### config.mk
export PLATFORM = sky130hd
export DESIGN_NAME = accum_seq_ctrl_flat
export DESIGN_NICKNAME = d
export VERILOG_FILES = /design/src/rtl/accum_seq_ctrl_if.sv /design/src/rtl/accum_seq_ctrl.sv /design/src/flat_wrapper.sv
export SDC_FILE = /design/constraint.sdc
export NUM_CORES = 1
export LEC_CHECK = 0
export ABC_AREA = 1
export BUFFER_PORTS_ARGS = -buffer_cell sky130_fd_sc_hd__buf_4
export CORE_MARGIN = 2
export CORE_UTILIZATION = 50
export CTS_BUF_LIST = sky130_fd_sc_hd__clkbuf_16
export DETAILED_ROUTE_END_ITERATION = 8
export PLACE_DENSITY = 0.67
export SLEW_MARGIN = 0
export SYNTH_ARGS = -nofsm -noshare
export SYNTH_HDL_FRONTEND = slang
export SYNTH_SLANG_ARGS = --single-unit
### constraint.sdc
create_clock -name clk -period 2.9 [get_ports clk]
set_clock_uncertainty 0.05 [all_clocks]
set_input_delay 0.58 -clock clk [delete_from_list [all_inputs] [get_ports clk]]
set_output_delay 0.58 -clock clk [all_outputs]
set_load 0.05 [all_outputs]
### src/rtl/accum_seq_ctrl_if.sv
// Handshake and result bundle for accum_seq_ctrl.
// Master drives start/operands; slave is the controller.
interface accum_seq_ctrl_if #(
  parameter int WIDTH = 4,
  parameter int CNT_W = 2
);
  logic             start;
  logic [WIDTH-1:0] op_in;
  logic             op_valid;
  logic             op_ready;
  logic             busy;
  logic             done;
  logic [WIDTH-1:0] sum;
  logic [CNT_W-1:0] count;
  logic             overflow;

  modport master (
    output start, op_in, op_valid,
    input  op_ready, busy, done,
    input  sum, count, overflow
  );

  modport slave (
    input  start, op_in, op_valid,
    output op_ready, busy, done,
    output sum, count, overflow
  );
endinterface

### src/rtl/accum_seq_ctrl.sv
// Single-adder accumulate-until-carry controller over NOPS operands.
// Optional macro ACCUM_EARLY_EXIT_EN: leave ADD on the first carry-out.
module accum_seq_ctrl #(
  parameter int WIDTH = 4,
  parameter int NOPS  = 4,
  parameter int CNT_W = 2
) (
  input  logic           clk,
  input  logic           rst,
  accum_seq_ctrl_if.slave bus
);

  typedef enum logic [1:0] {
    IDLE,
    LOAD,
    ADD,
    DONE
  } state_t;

  localparam logic [CNT_W-1:0] LAST = CNT_W'(NOPS - 1);
  localparam logic [CNT_W-1:0] ONE  = CNT_W'(1);

  state_t state, state_n;

  logic [WIDTH-1:0] slot [NOPS];
  logic [CNT_W-1:0] kidx;
  logic [CNT_W-1:0] step;
  logic [WIDTH-1:0] acc;
  logic [CNT_W-1:0] good;
  logic             ovf;

  logic [WIDTH-1:0] sum_q;
  logic [CNT_W-1:0] count_q;
  logic             ovf_q;

  logic             ld;
  logic             fire;
  logic             last_ld;
  logic             last_st;
  logic [WIDTH:0]   add_w;
  logic             carry;
  logic [WIDTH-1:0] acc_n;
  logic [CNT_W-1:0] good_n;
  logic             ovf_n;
  logic             leave;

  assign ld      = (state == LOAD);
  assign fire    = ld && bus.op_valid;
  assign last_ld = (kidx == LAST);
  assign last_st = (step == LAST);

  assign add_w = {1'b0, acc} + {1'b0, slot[step]};
  assign carry = add_w[WIDTH];

  // Once a carry is seen the burst result is frozen.
  always_comb begin
    acc_n  = acc;
    good_n = good;
    ovf_n  = ovf;
    unique case (1'b1)
      ovf: begin
      end
      (!ovf && carry): begin
        ovf_n = 1'b1;
      end
      (!ovf && !carry): begin
        acc_n  = add_w[WIDTH-1:0];
        good_n = good + ONE;
      end
      default: begin
      end
    endcase
  end

`ifdef ACCUM_EARLY_EXIT_EN
  assign leave = last_st || (!ovf && carry);
`else
  assign leave = last_st;
`endif

  always_comb begin
    state_n = state;
    unique case (state)
      IDLE: if (bus.start) state_n = LOAD;
      LOAD: if (fire && last_ld) state_n = ADD;
      ADD:  if (leave) state_n = DONE;
      DONE: state_n = IDLE;
      default: state_n = IDLE;
    endcase
  end

  always_ff @(posedge clk or posedge rst) begin
    if (rst) state <= IDLE;
    else     state <= state_n;
  end

  always_ff @(posedge clk or posedge rst) begin
    if (rst) begin
      for (int i = 0; i < NOPS; i++) slot[i] <= '0;
      kidx <= '0;
    end else if (fire) begin
      slot[kidx] <= bus.op_in;
      kidx       <= last_ld ? '0 : kidx + ONE;
    end
  end

  always_ff @(posedge clk or posedge rst) begin
    if (rst) begin
      acc  <= '0;
      step <= '0;
      good <= '0;
      ovf  <= 1'b0;
    end else if (fire && last_ld) begin
      acc  <= slot[0];
      step <= ONE;
      good <= '0;
      ovf  <= 1'b0;
    end else if (state == ADD) begin
      acc  <= acc_n;
      good <= good_n;
      ovf  <= ovf_n;
      step <= step + ONE;
    end
  end

  // Publish on the edge into DONE so results are valid with done.
  always_ff @(posedge clk or posedge rst) begin
    if (rst) begin
      sum_q   <= '0;
      count_q <= '0;
      ovf_q   <= 1'b0;
    end else if (state == ADD && leave) begin
      sum_q   <= (good_n != '0) ? acc_n : '0;
      count_q <= good_n;
      ovf_q   <= ovf_n;
    end
  end

  assign bus.op_ready = ld;
  assign bus.busy     = (state != IDLE);
  assign bus.done     = (state == DONE);
  assign bus.sum      = sum_q;
  assign bus.count    = count_q;
  assign bus.overflow = ovf_q;

endmodule
### src/flat_wrapper.sv
// flat-port wrapper written by rule: the top's interface ports become plain ports
module accum_seq_ctrl_flat 
#(
  parameter int WIDTH = 4,
  parameter int NOPS  = 4,
  parameter int CNT_W = 2
)
  (clk, rst, bus_start, bus_op_in, bus_op_valid, bus_op_ready, bus_busy, bus_done, bus_sum, bus_count, bus_overflow);
  accum_seq_ctrl_if #(.WIDTH(WIDTH), .CNT_W(CNT_W)) bus_i ();
  input  logic clk;
  input  logic rst;
  input wire logic [$bits(bus_i.start)-1:0] bus_start;
  input wire logic [$bits(bus_i.op_in)-1:0] bus_op_in;
  input wire logic [$bits(bus_i.op_valid)-1:0] bus_op_valid;
  output wire logic [$bits(bus_i.op_ready)-1:0] bus_op_ready;
  output wire logic [$bits(bus_i.busy)-1:0] bus_busy;
  output wire logic [$bits(bus_i.done)-1:0] bus_done;
  output wire logic [$bits(bus_i.sum)-1:0] bus_sum;
  output wire logic [$bits(bus_i.count)-1:0] bus_count;
  output wire logic [$bits(bus_i.overflow)-1:0] bus_overflow;
  assign bus_i.start = bus_start;
  assign bus_i.op_in = bus_op_in;
  assign bus_i.op_valid = bus_op_valid;
  assign bus_op_ready = bus_i.op_ready;
  assign bus_busy = bus_i.busy;
  assign bus_done = bus_i.done;
  assign bus_sum = bus_i.sum;
  assign bus_count = bus_i.count;
  assign bus_overflow = bus_i.overflow;
  accum_seq_ctrl #(.WIDTH(WIDTH), .NOPS(NOPS), .CNT_W(CNT_W)) u_core (.clk(clk), .rst(rst), .bus(bus_i));
endmodule
==> results of run 1 <==
==> state kept, by name (all words and copies together), names as in the netlist <==
signal and flops:
u_core.acc 4, u_core.bus.count 2, u_core.bus.overflow 1, u_core.bus.sum 4
u_core.good 2, u_core.kidx 2, u_core.ovf 1, u_core.slot 16
u_core.state 2, u_core.step 2
==> metal layers <==
metal	share of wire, %	GRT usage, %	vias to the layer above
met5	0	0	-
met3	3.7	4.62	7
met4	1.6	7.03	0
met2	48	36.1	29
met1	46	25.2	706
li1	-	-	778
==> layout make-up <==
| type | count | area share [%] |
|---|---|---|
| inverter | 27 | 4.52 |
| clock buffer | 5 | 5.58 |
| multi-input combinational | 164 | 39.3 |
| sequential | 36 | 40.2 |
| timing repair buffer | 18 | 6.03 |
| tap | 48 | 2.68 |
| clock inverter | 3 | 1.73 |
==> placed cells by master (no fill, tap or decap), drive strengths merged <==
master   n
nand2   76
o21ai   36
dfrtp   36
inv     28
buf     18
nor2    16
ha      14
nand3    7
o22ai    6
clkbuf   5
o21bai   3
a21oi    2
xnor2    1
nand3b   1
o221ai   1
fa       1
clkinv   1
bufinv   1
==> cell families after synthesis <==
logic type	share of synthesized area, %
fa+ha+maj	10.3
xor+xnor	0.462
compound gates	14.0
simple gates	21.6
buf+inv	6.07
flops	47.5
==> how the worst max path moves through the flow <==
stage | from | end | slack, ps
floorplan | u_core.step[0] | u_core.bus.sum[1] | 710
global placement | u_core.step[0] | u_core.bus.sum[0] | 510
detailed placement | u_core.step[0] | u_core.bus.sum[1] | 410
CTS | u_core.step[0] | u_core.bus.sum[1] | 370
global route | u_core.step[0] | u_core.bus.sum[1] | 130
finish | u_core.step[0] | u_core.bus.sum[1] | 360
==> stage by stage <==
stage / instances / instance area, sq um / hold slack (ps) / utilization, %
global placement: 293 / 2080 / 415 / 56.7
CTS: 301 / 2240 / 376 / 61.2
finish: 301 / 2240 / 352 / 61.2
floorplan: 230 / 1900 / 398 / -
detailed placement: 293 / 2080 / 417 / 56.7
global route: 301 / 2240 / 411 / 61.2
==> synth_stat cells <==
master    count  area share (%)
nand2_2       5             1.7
fa_1          1             1.1
ha_1         14             9.2
nand2_4       1            0.59
nand2_1      70              14
o22ai_1       6             2.0
nor2_1       15             3.0
nand3b_1      1            0.40
xnor2_1       1            0.46
o21bai_1      3             1.2
inv_1        25             5.0
inv_2         2            0.40
nand3_1       7             1.8
clkbuf_1      1            0.20
o221ai_2      1            0.79
buf_2         2            0.53
o21ai_0      36             9.5
dfrtp_1      36              48
nor2_2        1            0.33
a21oi_1       2            0.53
==> worst max-delay path: stages, from the launching register on <==
cell and delay, ps:
dfrtp_1 530, inv_1 190, o21ai_0 190, o22ai_1 90, ha_1 210, fa_1 400, nand2_1 70, nand2_1 60
nand2_2 100, nand2_4 90, o21ai_0 240, nor2_1 70, nand2_1 70, nand2_1 50
==> results.json, run 1 <==
{
  "worst_pin_slew_ps": 447,
  "worst_r2r_path_depth": 13,
  "layout.nets": 275,
  "gr-usage-all-layers_pct": 20.7,
  "status": "completed",
  "cts_root_buf": "clkbuf_16",
  "period_minus_slack_ps": 2540,
  "cts_buffer_depth": 2,
  "fin_crit_sh_pct": 87.6,
  "clkSlewWorstSetupHoldPaths_ps": 50,
  "pin_count": 18,
  "critPathCaptureType": "flip-flop",
  "max_cap_viol_count": 0,
  "cts.sinks": 36,
  "core_sq_um": 3660,
  "diodes": 0,
  "grt_max_degree": 37,
  "rsz0062_at_grt": "no",
  "multi_input_area_sq_um": 880,
  "area_growth_pct": 18.2,
  "r2r_end": "u_core.bus.sum[1]",
  "reg2reg_slack_ps": 360,
  "routed_wl_um": 3650,
  "wl_per_cell_um": 12.1,
  "clk_latency_ps": 280,
  "fmax_mhz": 394,
  "worst_setup_path_start_kind": "flip-flop",
  "firstDrtPassIters": 4,
  "grt_pass1_vias": 1516,
  "grt_pass1_wl_um": 6710,
  "vias": 1520,
  "viasPerCell": 5.05,
  "setup_viol": 0,
  "drive_gt1_share_pct": 13.8,
  "hpwl_um": 2650,
  "ys_types": 20,
  "grt-ovfl-total": 0,
  "die_w_um": 65.6,
  "h-tree-depth": 2,
  "fin_setup_tns_ps": 0,
  "worstPathRequired_ps": 3010,
  "syn_inst": 230,
  "gp_congestion": 0.795,
  "cp.arrival_ps": 2650,
  "regArea_sq_um": 901,
  "netlist_area_sq_um": 1900,
  "critPathMaxFanout": 12,
  "regToRegStartpoint": "u_core.step[0]",
  "ant_nets": 0,
  "slew_headroom_pct": 70.2,
  "synthesis.nets": 253,
  "avgSynthCellArea_sq_um": 8.24,
  "drt-initial-drc-count": 69,
  "hp-class": "in2async",
  "start_util_pct": 51.8,
  "cts_buffers": 5,
  "pre_cts_slack_ps": 413,
  "die_h_um": 65.6,
  "tritoncts": "done",
  "die-area_sq_um": 4300,
  "synth-seq-cells": 36,
  "cts_resized": 0,
  "criticalPathCategory": "reg2reg",
  "route.detailed.drc": 0,
  "synth_warnings": 0,
  "rows": 22,
  "layout_setup_ws_ps": 359,
  "cts_hold_buf": 0,
  "antenna_found_initial": 0,
  "io_buffer_count": 17,
  "post_cts_buffers": 0,
  "hold_viol_final": 0,
  "seq_area_frac_synth_pct": 47.5,
  "n_fill_cell": 327,
  "final_max_slew_viol_count": 0
}
Power of run 1 is left out: the tool's default activity adds up to more than one toggle a clock period on the data nets, which glitch-free logic cannot reach.
==> run 2: changes to the inputs <==
--- a/config.mk
+++ b/config.mk
@@ -11,7 +11,7 @@
 export CORE_UTILIZATION = 50
 export CTS_BUF_LIST = sky130_fd_sc_hd__clkbuf_16
 export DETAILED_ROUTE_END_ITERATION = 8
-export PLACE_DENSITY = 0.67
+export PLACE_DENSITY_LB_ADDON = 0.1
 export SLEW_MARGIN = 0
 export SYNTH_ARGS = -nofsm -noshare
 export SYNTH_HDL_FRONTEND = slang
==> results.json, run 2 (synthesized netlist as in run 1, its figures left out) <==
{
  "status": "completed",
  "worst_pin_slew_ps": 450,
  "slew_headroom_pct": 70.0,
  "regMostFlops": "u_core.slot",
  "firstDrtPassIters": 4,
  "grt_pass1_vias": 1440,
  "critPathMaxFanout": 12,
  "routed_wl_um": 3610,
  "rows": 22,
  "antenna_found_initial": 0,
  "worst_setup_path_start_kind": "flip-flop",
  "die_w_um": 65.6,
  "clk_latency_ps": 270,
  "diodes": 0,
  "hpwl_um": 2700,
  "most-common-layout-cells": "70 x nand2_1, 36 x o21ai_0, 36 x dfrtp_1",
  "post_cts_buffers": 0,
  "grt-ovfl-total": 0,
  "fin_setup_tns_ps": 0,
  "gp_congestion": 0.839,
  "die-area_sq_um": 4300,
  "viasPerCell": 4.88,
  "critPathCaptureType": "flip-flop",
  "hold_viol_final": 0,
  "fin_crit_sh_pct": 86.7,
  "r2r_end": "u_core.bus.sum[1]",
  "final_common_cell": "nand2_1",
  "cp.arrival_ps": 2620,
  "largest_reg_flops": 16,
  "multi_input_area_sq_um": 880,
  "drt-initial-drc-count": 48,
  "worstPathRequired_ps": 3010,
  "n_fill_cell": 344,
  "cts_hold_buf": 0,
  "max_cap_viol_count": 0,
  "ant_nets": 0,
  "cts_resized": 0,
  "tritoncts": "done",
  "clkSlewWorstSetupHoldPaths_ps": 60,
  "io_buffer_count": 17,
  "cts.sinks": 36,
  "fmax_mhz": 398,
  "route.detailed.drc": 0,
  "grt_pass1_wl_um": 6380,
  "rsz0062_at_grt": "no",
  "setup_viol": 0,
  "regToRegStartpoint": "u_core.step[0]",
  "hp-class": "in2async",
  "area_growth_pct": 17.0,
  "layout.nets": 275,
  "regArea_sq_um": 901,
  "period_minus_slack_ps": 2510,
  "gr-usage-all-layers_pct": 19.9,
  "cts_buffers": 5,
  "criticalPathCategory": "reg2reg",
  "drive_gt1_share_pct": 13.4,
  "final_max_slew_viol_count": 0,
  "reg2reg_slack_ps": 390,
  "vias": 1469,
  "worst_r2r_path_depth": 13,
  "h-tree-depth": 2,
  "die_h_um": 65.6,
  "core_sq_um": 3660,
  "wl_per_cell_um": 12.0,
  "start_util_pct": 51.8,
  "pin_count": 18,
  "cts_root_buf": "clkbuf_16",
  "cts_buffer_depth": 2,
  "grt_max_degree": 37
}
==> run 2: cell types whose count changed in the layout (fill, tap and decap cells not counted) <==
cell | before | now
clkinvlp_4 | 0 | 1
clkinv_1 | 0 | 1
clkinv_2 | 1 | 0
bufinv_16 | 1 | 0
==> run 2: cell type report <==
class | count | area share [%]
clock buffers | 5 | 5.64
flip-flops and latches | 36 | 40.6
multi-input cells | 164 | 39.7
well taps | 48 | 2.71
clock inverters | 3 | 0.677
repair buffers | 18 | 6.09
inverters | 27 | 4.57
==> run 2: how the worst max path moves through the flow <==
stage                         startpoint                 to  slack [ps]
after floorplan           u_core.step[0]  u_core.bus.sum[1]         710
after global placement    u_core.step[0]  u_core.bus.sum[0]         500
after detailed placement  u_core.step[0]  u_core.bus.sum[1]         390
after CTS                 u_core.step[0]  u_core.bus.sum[1]         400
after global routing      u_core.step[0]  u_core.bus.sum[0]          80
final                     u_core.step[0]  u_core.bus.sum[1]         390
==> run 2: stage by stage <==
stage | hold WS [ps] | utilization, % | instance area, sq um | worst slack [ps] | cells
detailed placement | 419 | 56.7 | 2080 | 392 | 293
CTS | 393 | 60.6 | 2220 | 399 | 301
global route | 425 | 60.6 | 2220 | 78.8 | 301
global placement | 414 | 56.7 | 2080 | 504 | 293
floorplan | 398 | - | 1900 | 711 | 230
finish | 381 | 60.6 | 2220 | 387 | 301
==> run 2: routing by layer <==
| metal | global-route usage, % | wire length (um) |
|---|---|---|
| met2 | 32.4 | 1710 |
| met1 | 25.9 | 1780 |
| met5 | 0 | 0 |
| met3 | 3.60 | 97 |
| met4 | 8.59 | 20 |
==> run 2: worst max-delay path: stages (launching register included) <==
cell	delay (ps)
dfrtp_1	520
inv_1	190
o21ai_0	200
o22ai_1	100
ha_1	210
fa_1	410
nand2_1	70
nand2_1	60
nand2_2	100
nand2_4	90
o21ai_0	210
nor2_1	60
nand2_1	70
nand2_1	40
Power of run 2 is left out for the same reason.
==> run 3: changes to the inputs <==
--- a/config.mk
+++ b/config.mk
@@ -11,6 +11,7 @@
 export CORE_UTILIZATION = 50
 export CTS_BUF_LIST = sky130_fd_sc_hd__clkbuf_16
 export DETAILED_ROUTE_END_ITERATION = 8
+export GPL_TIMING_DRIVEN = 0
 export PLACE_DENSITY_LB_ADDON = 0.1
 export SLEW_MARGIN = 0
 export SYNTH_ARGS = -nofsm -noshare
==> results.json, run 3 (synthesized netlist as in run 1, its figures left out) <==
{
  "cts_buffers": 5,
  "grt_pass1_wl_um": 6180,
  "h-tree-depth": 2,
  "cp-startpoint": "u_core.step[0]",
  "vias": 1488,
  "fin_util_pct": 61.3,
  "hp-class": "in2async",
  "worst_pin_slew_ps": 711,
  "area_growth_pct": 18.3,
  "clk_latency_ps": 280,
  "die_h_um": 65.6,
  "worstPathRequired_ps": 3020,
  "regMostFlops": "u_core.slot",
  "die-area_sq_um": 4300,
  "cts_root_buf": "clkbuf_16",
  "cts_hold_buf": 0,
  "hpwl_um": 2750,
  "cts.sinks": 36,
  "viasPerCell": 4.91,
  "reg2reg_slack_ps": 450,
  "cts_buffer_depth": 2,
  "final_common_cell": "nand2_1",
  "period_minus_slack_ps": 2450,
  "drive_gt1_share_pct": 13.7,
  "routed_wl_um": 3690,
  "rows": 22,
  "core_sq_um": 3660,
  "criticalPathCategory": "reg2reg",
  "largest_reg_flops": 16,
  "grt_pass1_vias": 1401,
  "most-common-layout-cells": "70 x nand2_1, 36 x o21ai_0, 36 x dfrtp_1",
  "critPathMaxFanout": 10,
  "cellLeakagePower_nw": 1.18,
  "route.detailed.drc": 0,
  "fin_crit_sh_pct": 84.6,
  "fmax_mhz": 407,
  "setup_viol": 0,
  "place_inst": 296,
  "tritoncts": "done",
  "final_cell_area_sq_um": 2240,
  "fin_setup_tns_ps": 0,
  "slew_headroom_pct": 52.5,
  "layout.nets": 278,
  "cp_slowest_cell": "dfrtp_1",
  "wl_per_cell_um": 12.2,
  "place_area_sq_um": 2110,
  "gp_congestion": 0.744,
  "cts_resized": 0,
  "diodes": 0,
  "ant_nets": 0,
  "pin_count": 18,
  "status": "completed",
  "power.density_nw_per_um2": 1330,
  "grt-ovfl-total": 0,
  "gr-usage-all-layers_pct": 19.4,
  "crit_path_end": "u_core.bus.sum[0]",
  "grt_max_degree": 22,
  "cp.arrival_ps": 2570,
  "rsz0062_at_grt": "no",
  "crit_chain": "clkbuf_1 > o21ai_0 > o22ai_1 > ha_1 > fa_1 > nand2_1 > nand2_1 > nand2_2 > nand2_4 > o21ai_0 > nor2_1 > nand2_1 > nand2_1",
  "regToRegStartpoint": "u_core.step[0]",
  "max_cap_viol_count": 0,
  "clkSlewWorstSetupHoldPaths_ps": 50,
  "worst_r2r_path_depth": 13,
  "start_util_pct": 51.8,
  "hold_viol_final": 0,
  "die_w_um": 65.6,
  "antenna_found_initial": 0,
  "slowest_delay_ps": 400,
  "critPathCaptureType": "flip-flop",
  "crit_path_frequent_cell": "nand2_1",
  "io_buffer_count": 17,
  "post_cts_buffers": 0,
  "final_max_slew_viol_count": 0,
  "worst_setup_path_start_kind": "flip-flop",
  "firstDrtPassIters": 4,
  "vdd_drop_max_mv": 0.689,
  "r2r_end": "u_core.bus.sum[0]",
  "drt-initial-drc-count": 67,
  "stdcell_count": 303
}
[run 3: changes by cell type in the layout (fill, tap and decap cells not counted), sizes merged]
cell and change:
inv -1, clkbuf +1, buf +2, clkinvlp -1, clkinv +1
[run 3: power breakdown]
group,internal [mW],switching [mW]
clock network,0.307,0.187
registers,0.733,0.161
logic,0.563,1.03
[run 3: layer usage]
metal	wire [um]	up-vias	global-route usage, %
li1	-	791	-
met1	1780	665	23.3
met2	1710	26	32.7
met3	126	6	5.14
met4	75	0	8.59
met5	0	-	0
[run 3: worst min path at each step]
stage,startpoint,endpoint,slack [ps],cells after the start
6_report,rst,u_core.kidx[1],370,2
5_1_grt,rst,u_core.kidx[0],430,2
4_1_cts,rst,u_core.kidx[0],390,2
3_5_place_dp,u_core.bus.sum[2],u_core.bus.sum[2],420,2
3_3_place_gp,u_core.bus.sum[1],u_core.bus.sum[1],410,2
2_1_floorplan,u_core.slot[4],u_core.slot[4],400,2
[run 3: worst max-delay path: cells and delay by family (launching register included)]
family,cells,cell delay [ps]
simple gates,7,500
buf+inv,1,210
compound gates,3,560
fa+ha+maj,2,620
flops,1,400
[run 3: layout make-up]
cell class / count / area [sq um]
fillers: 339 / 1420
repair buffers: 18 / 155
multi-input cells: 164 / 880
plain buffers: 3 / 13.8
inverters: 27 / 101
well taps: 48 / 60.1
flip-flops and latches: 36 / 901
clock inverters: 2 / 7.51
clock buffers: 5 / 125
[run 3: per-stage QoR]
step / power [mW] / setup WS (ps) / hold slack, ps
floorplan: 2.12 / 711 / 398
global placement: 2.46 / 469 / 413
detailed placement: 2.49 / 462 / 419
CTS: 3.01 / 418 / 387
global route: 3.25 / 202 / 435
finish: 2.98 / 446 / 371
Note: power is estimated with default switching activity, not from simulation.
